==> src/rtl/uart_rx_pkg.sv <==
// Shared constants and types for the UART receive path.
package uart_rx_pkg;

   localparam int unsigned UART_DIV_RATE   = 15;
   localparam int unsigned UART_DIV_CNT_W  = 4;
   localparam int unsigned UART_RX_STATE_W = 2;
   localparam int unsigned BYTE_W          = 8;
   localparam int unsigned BIT_CNT_W       = 3;

   localparam logic UART_START_BIT = 1'b0;
   localparam logic UART_STOP_BIT  = 1'b1;

   typedef enum logic [UART_RX_STATE_W-1:0] {
      RX_IDLE  = 2'd0,
      RX_START = 2'd1,
      RX_DATA  = 2'd2,
      RX_STOP  = 2'd3
   } rx_state_e;

   typedef logic [BYTE_W-1:0] byte_data_t;

endpackage

==> src/rtl/uart_rx_sync.sv <==
// Two-flop synchroniser for the asynchronous serial line; resets to the idle level.
module uart_rx_sync (
   input  logic clk,
   input  logic reset,
   input  logic d,
   output logic q
);

   logic meta;

   always_ff @(posedge clk or negedge reset) begin
      if (!reset) begin
         meta <= 1'b1;
         q    <= 1'b1;
      end else begin
         meta <= d;
         q    <= meta;
      end
   end

endmodule

==> src/rtl/uart_rx.sv <==
// 8N1 UART receiver: mid-bit sampling, LSB first, holds the byte until acknowledged.
module uart_rx
   import uart_rx_pkg::*;
#(
   parameter int unsigned DIV_RATE  = UART_DIV_RATE,
   parameter int unsigned DIV_CNT_W = UART_DIV_CNT_W
) (
   input  logic              clk,
   input  logic              reset,
   input  logic              rx,
   output logic [BYTE_W-1:0] rx_data,
   output logic              rx_valid,
   input  logic              rx_ack,
   output logic              rx_busy,
   output logic              frame_err,
   output logic              overrun
);

   rx_state_e              state, next_state;
   logic                   rxs;
   logic [DIV_CNT_W-1:0]   div_cnt;
   logic [BIT_CNT_W-1:0]   bit_cnt;
   byte_data_t             sh_reg;
   logic                   brk;

   logic div_zero, bit_last;
   logic div_load_half, div_load_full, div_dec;
   logic bit_clr, shift_en, stop_sample;
   logic deliver, stop_bad;

   uart_rx_sync u_sync (
      .clk   (clk),
      .reset (reset),
      .d     (rx),
      .q     (rxs)
   );

   assign div_zero = (div_cnt == '0);
   assign bit_last = (bit_cnt == BIT_CNT_W'(BYTE_W - 1));
   assign rx_busy  = (state != RX_IDLE);

   always_ff @(posedge clk or negedge reset) begin
      if (!reset) state <= RX_IDLE;
      else        state <= next_state;
   end

   // After a bad stop bit the line must be seen high before a new start is accepted.
   always_comb begin
      next_state = state;
      case (state)
         RX_IDLE:  if (rxs == UART_START_BIT && !brk) next_state = RX_START;
         RX_START: if (div_zero) next_state = (rxs == UART_START_BIT) ? RX_DATA : RX_IDLE;
         RX_DATA:  if (div_zero && bit_last) next_state = RX_STOP;
         RX_STOP:  if (div_zero) next_state = RX_IDLE;
         default:  next_state = RX_IDLE;
      endcase
   end

   always_comb begin
      div_load_half = 1'b0;
      div_load_full = 1'b0;
      div_dec       = 1'b0;
      bit_clr       = 1'b0;
      shift_en      = 1'b0;
      stop_sample   = 1'b0;
      case (state)
         RX_IDLE:  div_load_half = (rxs == UART_START_BIT) && !brk;
         RX_START: begin
            if (!div_zero) begin
               div_dec = 1'b1;
            end else if (rxs == UART_START_BIT) begin
               div_load_full = 1'b1;
               bit_clr       = 1'b1;
            end
         end
         RX_DATA: begin
            if (div_zero) begin
               shift_en      = 1'b1;
               div_load_full = 1'b1;
            end else begin
               div_dec = 1'b1;
            end
         end
         RX_STOP: begin
            if (div_zero) stop_sample = 1'b1;
            else          div_dec     = 1'b1;
         end
         default: ;
      endcase
   end

   assign deliver  = stop_sample && (rxs == UART_STOP_BIT);
   assign stop_bad = stop_sample && (rxs != UART_STOP_BIT);

   // Divider, bit counter and shift register.
   always_ff @(posedge clk or negedge reset) begin
      if (!reset) begin
         div_cnt <= '0;
         bit_cnt <= '0;
         sh_reg  <= '0;
      end else begin
         if (div_load_half)      div_cnt <= DIV_CNT_W'(DIV_RATE / 2);
         else if (div_load_full) div_cnt <= DIV_CNT_W'(DIV_RATE);
         else if (div_dec)       div_cnt <= div_cnt - DIV_CNT_W'(1);
         if (bit_clr)       bit_cnt <= '0;
         else if (shift_en) bit_cnt <= bit_cnt + BIT_CNT_W'(1);
         if (shift_en) sh_reg <= {rxs, sh_reg[BYTE_W-1:1]};
      end
   end

   // Hand-off to the bus side; a same-cycle ack lets the new byte replace the old one.
   always_ff @(posedge clk or negedge reset) begin
      if (!reset) begin
         rx_data   <= '0;
         rx_valid  <= 1'b0;
         frame_err <= 1'b0;
         overrun   <= 1'b0;
         brk       <= 1'b0;
      end else begin
         frame_err <= stop_bad;
         overrun   <= deliver && rx_valid && !rx_ack;
         if (stop_bad)                     brk <= 1'b1;
         else if (rxs == UART_STOP_BIT)    brk <= 1'b0;
         if (deliver) begin
            if (!rx_valid || rx_ack) begin
               rx_data  <= sh_reg;
               rx_valid <= 1'b1;
            end
         end else if (rx_ack) begin
            rx_valid <= 1'b0;
         end
      end
   end

endmodule

==> config.mk <==
export PLATFORM = sky130hd
export DESIGN_NAME = uart_rx
export DESIGN_NICKNAME = d
export VERILOG_FILES = /design/src/rtl/uart_rx_pkg.sv /design/src/rtl/uart_rx_sync.sv /design/src/rtl/uart_rx.sv
export SDC_FILE = /design/constraint.sdc
export NUM_CORES = 1
export LEC_CHECK = 0
export BUFFER_PORTS_ARGS = -buffer_cell sky130_fd_sc_hd__buf_2
export CAP_MARGIN = 40
export CORE_MARGIN = 2
export CORE_UTILIZATION = 25
export CTS_CLUSTER_DIAMETER = 150
export DETAILED_ROUTE_END_ITERATION = 12
export GPL_TIMING_DRIVEN = 0
export HOLD_SLACK_MARGIN = 0.12
export PLACE_DENSITY = 0.5
export SLEW_MARGIN = 30
export SYNTH_ARGS = -nofsm -noshare
export SYNTH_HDL_FRONTEND = slang
export SYNTH_SLANG_ARGS = --single-unit
==> constraint.sdc <==
create_clock -name clk -period 4.2 [get_ports clk]
set_input_delay 0.21 -clock clk [delete_from_list [all_inputs] [get_ports clk]]
set_output_delay 0.21 -clock clk [all_outputs]
set_load 0.03 [all_outputs]
After elaboration in Yosys (flattened, before gate mapping) --
Index checks and enable logic that the tools add are counted. Widths: inputs -> output; s select.
Word-level totals: output and inout bits 12, input port bits 4, word-level logic and storage cells 70, register bits after elaboration 31
Cells by class: eq/ne operators 9, reduce and logical (&&, ||, !) cells 21, multiplexer cells 26, bitwise operators 1, add/sub/neg operators 2
Operator list (number):
- $mux 1 | 14
- $mux 4 | 3
- $mux 2 | 5
- $ne 2x2->1 const B | 4
- $pmux 2 s4 | 1
- $reduce_bool 2->1 | 4
- $logic_and 1x1->1 | 6
- $mux 3 | 2
- $eq 2x2->1 const B | 2
- $logic_not 4->1 | 1
- $reduce_and 2->1 | 2
- $reduce_and 4->1 | 1
- $sub 4x1->4 const B | 1
- $add 3x1->3 const B | 1
- $eq 3x3->1 const B | 1
- $logic_not 1->1 | 3
- $reduce_bool 3->1 | 1
- $reduce_or 3->1 | 1
- $eq 2x1->1 const B | 1
- $logic_not 2->1 | 1
- $ne 2x1->1 const B | 1
- $pmux 1 s2 | 1
- $logic_or 1x1->1 | 1
- $not 1->1 | 1

Depth between registers and ports, before layout --
Gate-level depths: netlist of run 1.
depth after elaboration 6, mapped depth 6, depth with buffers taken out 5

Cells and area by module --
A second synthesis of run 1 with hierarchy kept.
Unflattened totals: cell total of the unflattened synthesis 104, area total of the unflattened synthesis 1410.1 um^2
By module, submodules not included:
- uart_rx | area an instance 1357.6 um^2, cells an instance 102, times used 1
- uart_rx_sync | area an instance 52.6 um^2, cells an instance 2, times used 1

Worst setup path after synthesis of run 1 --
No wires, ideal clock.
path type flip-flop to flip-flop, start register div_cnt[0], end register rx_data[0], period minus slack after synthesis 1.596 ns, setup slack 2.604 ns, arrival time 1.471 ns, required time 4.075 ns, library setup time 0.125 ns, cell stages (with the launch flop) 7, cells stage by stage dfrtp_1 > inv_1 > ha_1 > nor3b_2 > and4_1 > buf_6 > mux2_2
On the way: word-level cells in the longest chain between the ends 5
Ends and longest elaborated chain:
- start, declared | RTL line uart_rx.sv:21 | logic [DIV_CNT_W-1:0] div_cnt;
- start signal, assigned | RTL line uart_rx.sv:102 | if (div_load_half) div_cnt <= DIV_CNT_W'(DIV_RATE / 2);
- start signal, assigned | RTL line uart_rx.sv:103 | else if (div_load_full) div_cnt <= DIV_CNT_W'(DIV_RATE);
- start signal, assigned | RTL line uart_rx.sv:104 | else if (div_dec) div_cnt <= div_cnt - DIV_CNT_W'(1);
- $logic_not 4->1 | RTL line uart_rx.sv:38 | assign div_zero = (div_cnt == '0);
- $mux 1 | RTL line uart_rx.sv:85 | if (div_zero) stop_sample = 1'b1;
- $mux 1 | RTL line uart_rx.sv:66 | case (state)
- $logic_and 1x1->1 | RTL line uart_rx.sv:92 | assign deliver = stop_sample && (rxs == UART_STOP_BIT);
- $reduce_and 2->1 (no line)
- end signal, assigned | RTL line uart_rx.sv:126 | rx_data <= sh_reg;
- end, declared | RTL line uart_rx.sv:11 | output logic [BYTE_W-1:0] rx_data,
Every way passes these cells. A chain may end at the register's enable or synchronous reset.

Final worst setup path of run 1 --
start register div_cnt[0], end register rx_data[5]
Same word-level chain as after synthesis.

==> results of run 1 <==
-- routing by layer --
metal	vias up	global-route usage	wire length [um]
met4	0	0.0579	41
met1	453	0.104	1080
li1	418	-	-
met5	-	0	0
met3	2	0.0276	122
met2	18	0.150	1250
-- kinds of logic after synthesis --
group | synth area share
DFF | 0.566
and+or+nand+nor | 0.110
muxes | 0.162
AOI/OAI and AO/OA | 0.0574
buffers and inverters | 0.0310
adders and majority gates | 0.0729
-- layout make-up --
| class | instances | share of cell area |
|---|---|---|
| Sequential cell | 31 | 0.472 |
| Multi-Input combinational cell | 65 | 0.336 |
| Timing Repair Buffer | 17 | 0.0577 |
| Tap cell | 70 | 0.0532 |
| Clock buffer | 7 | 0.0524 |
| Buffer | 3 | 0.0144 |
| Inverter | 5 | 0.0114 |
| Clock inverter | 1 | 0.00304 |
-- per-stage QoR --
stage	instance area, um^2	hold slack, ns
after floorplan	1370	-0.0856
after global placement	1540	0.296
after detailed placement	1540	0.310
after CTS	1650	0.226
after global routing	1650	0.253
final	1650	0.234
-- power by group --
part,switching (uW),internal [uW]
Sequential,42.7,345
Clock,103,132
Combinational,145,120
-- what timing repair did --
item	CTS	global route
hold buffers	2	0
endpoints found under the hold margin	30	0
buffers inserted	0	0
-- how the worst max path moves through the flow --
stage	slack, ns	to	cells after the start
6_report	2.42	rx_data[5]	6
5_1_grt	2.28	rx_data[5]	6
4_1_cts	2.39	rx_data[5]	6
3_5_place_dp	2.40	rx_data[5]	6
3_3_place_gp	2.43	rx_data[6]	6
2_1_floorplan	2.60	rx_data[0]	6
-- worst register-to-register path: cells and delay by family (launching register included) --
family	cells	cell delay (ns)
simple gates	2	0.50
flops	1	0.41
mux	1	0.34
buf+inv	2	0.21
fa+ha+maj	1	0.21
-- cell usage in the layout (no fill, tap or decap), types with 2 or more instances in the layout --
| master | count |
|---|---|
| ha_1 | 8 |
| nor2_1 | 6 |
| a21oi_1 | 2 |
| dfrtp_1 | 29 |
| nand3_1 | 2 |
| a22o_1 | 2 |
| nand2_1 | 2 |
| mux2_2 | 18 |
| o211ai_1 | 2 |
| buf_2 | 16 |
| dfstp_2 | 2 |
| nand2b_1 | 2 |
| nand4_1 | 2 |
| inv_1 | 5 |
| dlygate4sd3_1 | 2 |
| o21ai_0 | 3 |
| or3_1 | 3 |
| mux2i_1 | 2 |
| clkbuf_8 | 6 |
==> metrics.txt, run 1 <==
Synth top cells by count 29 x dfrtp_1, 18 x mux2_2, 8 x ha_1; antenna cells 0; final setup violation count 0; ratio of cells with drive above 1 in the final layout 0.357; Final #Nets 140; worst clock skew 0.00904 ns; synth unique cells 30; routed via count 891; Antenna Nets Post-Route 0; max-cap check violation count 0; CP peak stage delay 0.41 ns; reg2reg setup slack 2.42 ns; Worst Min Path Start rx_ack; worst hold path cell count 3; die width 78.1 um; ranking of synthesized cells by area dfrtp_1 53%, mux2_2 15%, ha_1 7.3%, dfstp_2 3.8%, nor2_1 1.6%; Pwr Total 888 uW; status completed; Ys Warns 0; initial core utilization 0.264; CP Capture Type flip-flop; multi-input logic area 553 um^2; clk_lat worst skew 0.28 ns; Critical Path AT 1.94 ns; setup_tns 0 ns; Yosys reg bits 31; mapped cell area 1370 um^2; reg2reg end rx_data[5]; worst setup path start div_cnt[0]; fin util 0.317; WL final 2.50 mm; Via density 4.48; Primary FF master, synth dfrtp_1; Reg clk slew, reported paths 0.06 ns; WL per Instance 12.5 um; Worst Reg2Reg Path Length in Cells 6; TritonRoute pass-1 iters 4; actual slew at the worst max-slew pin 0.720 ns; relative slew slack 0.520; CP startpoint kind flip-flop; DRT iter0 DRCs 60; post-synthesis sequential area ratio 0.566; I/O Buffers 15; number of CTS-inserted buffers 5; Die H 78.1 um; clk buf depth 2; TritonCTS clock tree done; syn avg cell area 13.2 um^2; first-pass GRT wire length 4.31 mm; vias in the first global route 948; Place WS 2.40 ns; Fin. Hold Viols 0; area leader, netlist dfrtp_1; IO Pins 16; largest net degree at the start of global routing 32; total grt overflow 0; delay-heaviest family, CP simple AND/OR/NAND/NOR gates; register area 778 um^2; row count 26; fin cells 199; max-slew violations 0; Hold EP overrun; Cell Pwr Density 539 nW/um^2; area delta synth->final 19.9%; GRT Resource Usage Total 0.0916; ys async rst share 1.00; final worst setup slack 2.42 ns; Crit path required time 4.36 ns; final worst path period share 0.424; Hold Crit Class primary input to flip-flop; Post-Place Cells 189; critical path fanouts, max 8; Period minus WS final 1.78 ns; Clock Sinks 31; r2r startpoint div_cnt[0]; Crit-path slowest cell dfrtp_1; post-CTS sizing 0; WP buf/inv 2; maximum VDD drop 0.144 mV; RSZ-0062 raised after global routing false; H-tree depth 2; syn_nets 116; antenna violations before repair 0; Max Clk Rate 561 MHz; GP Congestion 0.822; Post-synth EDFFs 0; Fillers 535; clk root buf clkbuf_8; Cells after Synth 104; hpwl dp 1.80 mm; core footprint 5200 um^2; critical-path cell list inv_1, ha_1, nor3b_2, and4_1, buf_6, mux2_2; Leak Pwr 0.000827 uW; drt drc 0; kind of critical path flip-flop to flip-flop; most frequent cell after synthesis dfrtp_1; die area 6100 um^2; Synth top area share 0.528
(Power assumes the default switching activity.)
==> inputs of run 2 (changes only) <==
- clock period: 4.2 -> 1.7 ns (I/O delays scaled with it)
==> metrics.txt, run 2 (synthesized netlist as in run 1, its figures left out) <==
commonest cells after routing, fill and taps aside 29 x dfrtp_1, 15 x mux2_2, 15 x buf_2; Critical Path AT 1.81 ns; Fillers 526; setup_tns 0 ns; Period minus WS final 1.65 ns; clk_lat worst skew 0.28 ns; hpwl dp 1.80 mm; commonest non-fill, non-tap cell in the layout dfrtp_1; CP startpoint kind flip-flop; total grt overflow 0; GRT Resource Usage Total 0.0924; critical path fanouts, max 8; antenna violations before repair 0; max-cap check violation count 0; status completed; RSZ-0062 raised after global routing true; reg2reg setup slack 0.05 ns; Cell Pwr Density 1340 nW/um^2; relative slew slack 0.525; worst clock skew 0.00864 ns; first-pass GRT wire length 4.33 mm; WL per Instance 12.4 um; Max Clk Rate 606 MHz; CP Capture Type flip-flop; antenna cells 0; actual slew at the worst max-slew pin 0.713 ns; Clock Sinks 31; area delta synth->final 26.1%; initial core utilization 0.264; clk buf depth 2; ratio of cells with drive above 1 in the final layout 0.425; Pwr Total 2320 uW; Fin. Hold Viols 0; largest net degree at the start of global routing 32; TritonCTS clock tree done; WL final 2.52 mm; kind of critical path flip-flop to flip-flop; row count 26; Finished Cell Area 1730 um^2; final setup violation count 0; maximum VDD drop 0.367 mV; Reg clk slew, reported paths 0.06 ns; drt drc 0; IO Pins 16; H-tree depth 2; die width 78.1 um; DRT iter0 DRCs 50; TritonRoute pass-1 iters 6; I/O Buffers 15; GP Congestion 0.822; placed cell area 1540 um^2; Final #Nets 145; clk root buf clkbuf_8; Antenna Nets Post-Route 0; Die H 78.1 um; Hold Crit Class flip-flop to flip-flop; number of CTS-inserted buffers 5; hold_ws 0.362 ns; vias in the first global route 958; die area 6100 um^2; Via density 4.45; Crit path required time 1.86 ns; final worst path period share 0.971; max-slew violations 0; Leak Pwr 0.000853 uW; core footprint 5200 um^2; routed via count 907
-- run 2: cell type report --
cell class	count	area, um^2	share of cell area
multi-input cells	65	596	0.344
inverters	5	18.8	0.0108
flip-flops and latches	31	778	0.449
well taps	70	87.6	0.0505
clock inverters	1	5.00	0.00289
repair buffers	22	135	0.0780
plain buffers	3	26.3	0.0152
clock buffers	7	86.3	0.0498
-- run 2: what timing repair did --
| item | 4_1_cts | 5_1_grt |
|---|---|---|
| endpoints found under the setup margin | 9 | 12 |
| pin swaps | 1 | 2 |
| gates resized for setup | 4 | 9 |
| hold endpoints to repair | 32 | 0 |
| buffers inserted | 3 | 1 |
| hold buffers | 3 | 0 |
-- run 2: per-stage QoR --
step           utilization  worst slack [ns]  cells
6_report             0.333            0.0498    204
5_1_grt              0.333           -0.0363    204
4_1_cts              0.327           0.00667    203
3_5_place_dp         0.295            -0.105    189
3_3_place_gp         0.295           -0.0672    189
2_1_floorplan            -             0.104    104
-- run 2: path summary, 6_finish.rpt --
path,from,end,cells after the start
max in group asynchronous,reset,asynchronous set/reset pin,2
min,u_sync.meta,u_sync.q,0
min in group asynchronous,reset,sh_reg[6],2
max,div_cnt[1],rx_data[4],6
max reg2reg,div_cnt[1],rx_data[4],6
min reg2reg,u_sync.meta,u_sync.q,0
-- run 2: layer usage --
| metal | part of all wire | vias to the layer above | GRT usage |
|---|---|---|---|
| li1 | - | 426 | - |
| met1 | 0.44 | 461 | 0.104 |
| met2 | 0.50 | 16 | 0.153 |
| met3 | 0.035 | 4 | 0.0276 |
| met4 | 0.020 | 0 | 0.0561 |
| met5 | 0 | - | 0 |
-- run 2: worst max-delay path, stage by stage (launching register included) --
cell and delay [ns]:
dfrtp_1 0.39, inv_2 0.07, ha_4 0.14, nor3b_4 0.21, and4_1 0.23, buf_6 0.15
mux2_2 0.33
-- run 2: where the power goes --
part / switching, uW / internal (uW)
clock network: 258 / 326
logic: 397 / 383
registers: 107 / 852
==> inputs of run 3 (changes only) <==
==> constraint.sdc (replaced) <==
create_clock -name clk -period 1.7 [get_ports clk]
set_input_delay 0.51 -clock clk [delete_from_list [all_inputs] [get_ports clk]]
set_output_delay 0.51 -clock clk [all_outputs]
set_load 0.03 [all_outputs]
==> metrics.txt, run 3 (synthesized netlist as in run 1, its figures left out) <==
status completed; routed via count 892; row count 26; die area 6100 um^2; Place WS -0.105 ns; first-pass GRT wire length 4.35 mm; Period minus WS final 1.65 ns; Clock Sinks 31; Max Clk Rate 605 MHz; IO Pins 16; WL per Instance 12.7 um; Fin. Hold Viols 0; final setup violation count 0; Hold Crit Class primary input to asynchronous set/reset pin; critical path fanouts, max 8; worst clock skew 0.00903 ns; H-tree depth 2; Power Internal 1620 uW; GP Congestion 0.822; clk root buf clkbuf_8; fin cells 203; drt drc 0; Critical Path AT 1.81 ns; commonest non-fill, non-tap cell in the layout dfrtp_1; hpwl dp 1.80 mm; clk_lat worst skew 0.28 ns; TritonCTS clock tree done; Reg power frac 0.394; final worst path period share 0.973; Hold Buf Count CTS 0; sw frac 0.331; kind of critical path flip-flop to flip-flop; final worst setup slack 0.0462 ns; GRT Resource Usage Total 0.0928; ratio of cells with drive above 1 in the final layout 0.459; maximum VDD drop 0.358 mV; Crit-path slowest cell dfrtp_1; total grt overflow 0; die width 78.1 um; Antenna Nets Post-Route 0; antenna violations before repair 0; actual slew at the worst max-slew pin 0.701 ns; Final #Nets 144; vias in the first global route 967; max-slew violations 0; setup_tns 0 ns; core footprint 5200 um^2; CP Capture Type flip-flop; critical-path cell list inv_2, ha_4, nor3b_4, and4_1, buf_6, mux2_2; Pwr Total 2420 uW; CP startpoint kind flip-flop; antenna cells 0; CP peak stage delay 0.39 ns; DRT iter0 DRCs 36; I/O Buffers 15; relative slew slack 0.533; max-cap check violation count 0; largest net degree at the start of global routing 32; number of CTS-inserted buffers 5; Post-Place Cells 189; Reg clk slew, reported paths 0.06 ns; Logic pwr share 0.365; Die H 78.1 um; initial core utilization 0.264; Psw 802 uW; Cell Pwr Density 1400 nW/um^2; commonest cells after routing, fill and taps aside 29 x dfrtp_1, 15 x buf_2, 14 x mux2_2, 7 x buf_4; TritonRoute pass-1 iters 4; Via density 4.39; RSZ-0062 raised after global routing true; area delta synth->final 26.2%; Leak Pwr 0.000849 uW; Clock power frac 0.241; WL final 2.59 mm; clk buf depth 2; fin util 0.333; Crit path required time 1.86 ns
==> run 3: cell type report <==
class                      count  area [um^2]
fill                         524         3470
sequential                    31          778
multi-input combinational     65          608
timing repair buffer          21          126
tap                           70         87.6
clock buffer                   7         86.3
buffer                         3         23.8
inverter                       5         18.8
clock inverter                 1         5.00
==> run 3: worst paths after layout <==
kind / start / to / slack [ns] / depth (start not counted)
setup / recovery: div_cnt[1] / rx_data[4] / 0.05 / 6
hold / removal: reset / brk / 0.28 / 1
setup reg to reg: div_cnt[1] / rx_data[4] / 0.05 / 6
hold reg to reg: u_sync.meta / u_sync.q / 0.36 / 0
max in group asynchronous: reset / div_cnt[3] / 0.97 / 1
min in group clk: rx / u_sync.meta / 0.33 / 1
==> run 3: power groups by stage <==
stage	logic, uW	clock network, uW	registers (uW)
floorplan	507	0	945
global placement	628	0	959
detailed placement	663	0	970
CTS	809	609	944
global route	983	638	970
finish	885	584	954
==> run 3: critical path: cells and delay by family (launching register included) <==
family | cells | cell delay (ns)
buffers and inverters | 2 | 0.22
adders and majority gates | 1 | 0.14
muxes | 1 | 0.33
DFF | 1 | 0.39
and+or+nand+nor | 2 | 0.44
==> run 3: what timing repair did <==
action,CTS,global route
resized for setup,7,11
endpoints found under the setup margin,10,13
setup buffers,4,2
pin swaps,1,2
==> run 3: per-stage QoR <==
stage	instance area [um^2]	hold WS [ns]
after floorplan	1370	0.214
after CTS	1680	0.310
after detailed placement	1540	0.351
after global placement	1540	0.346
after global routing	1730	0.314
final	1730	0.282
==> run 3: metal layers <==
metal	track usage	up-vias	part of all wire	wire length, um
met5	0	-	0	0
met4	0.0561	0	0.016	41
met3	0.0276	2	0.029	76
met2	0.156	14	0.52	1340
met1	0.103	452	0.44	1130
li1	-	424	-	-
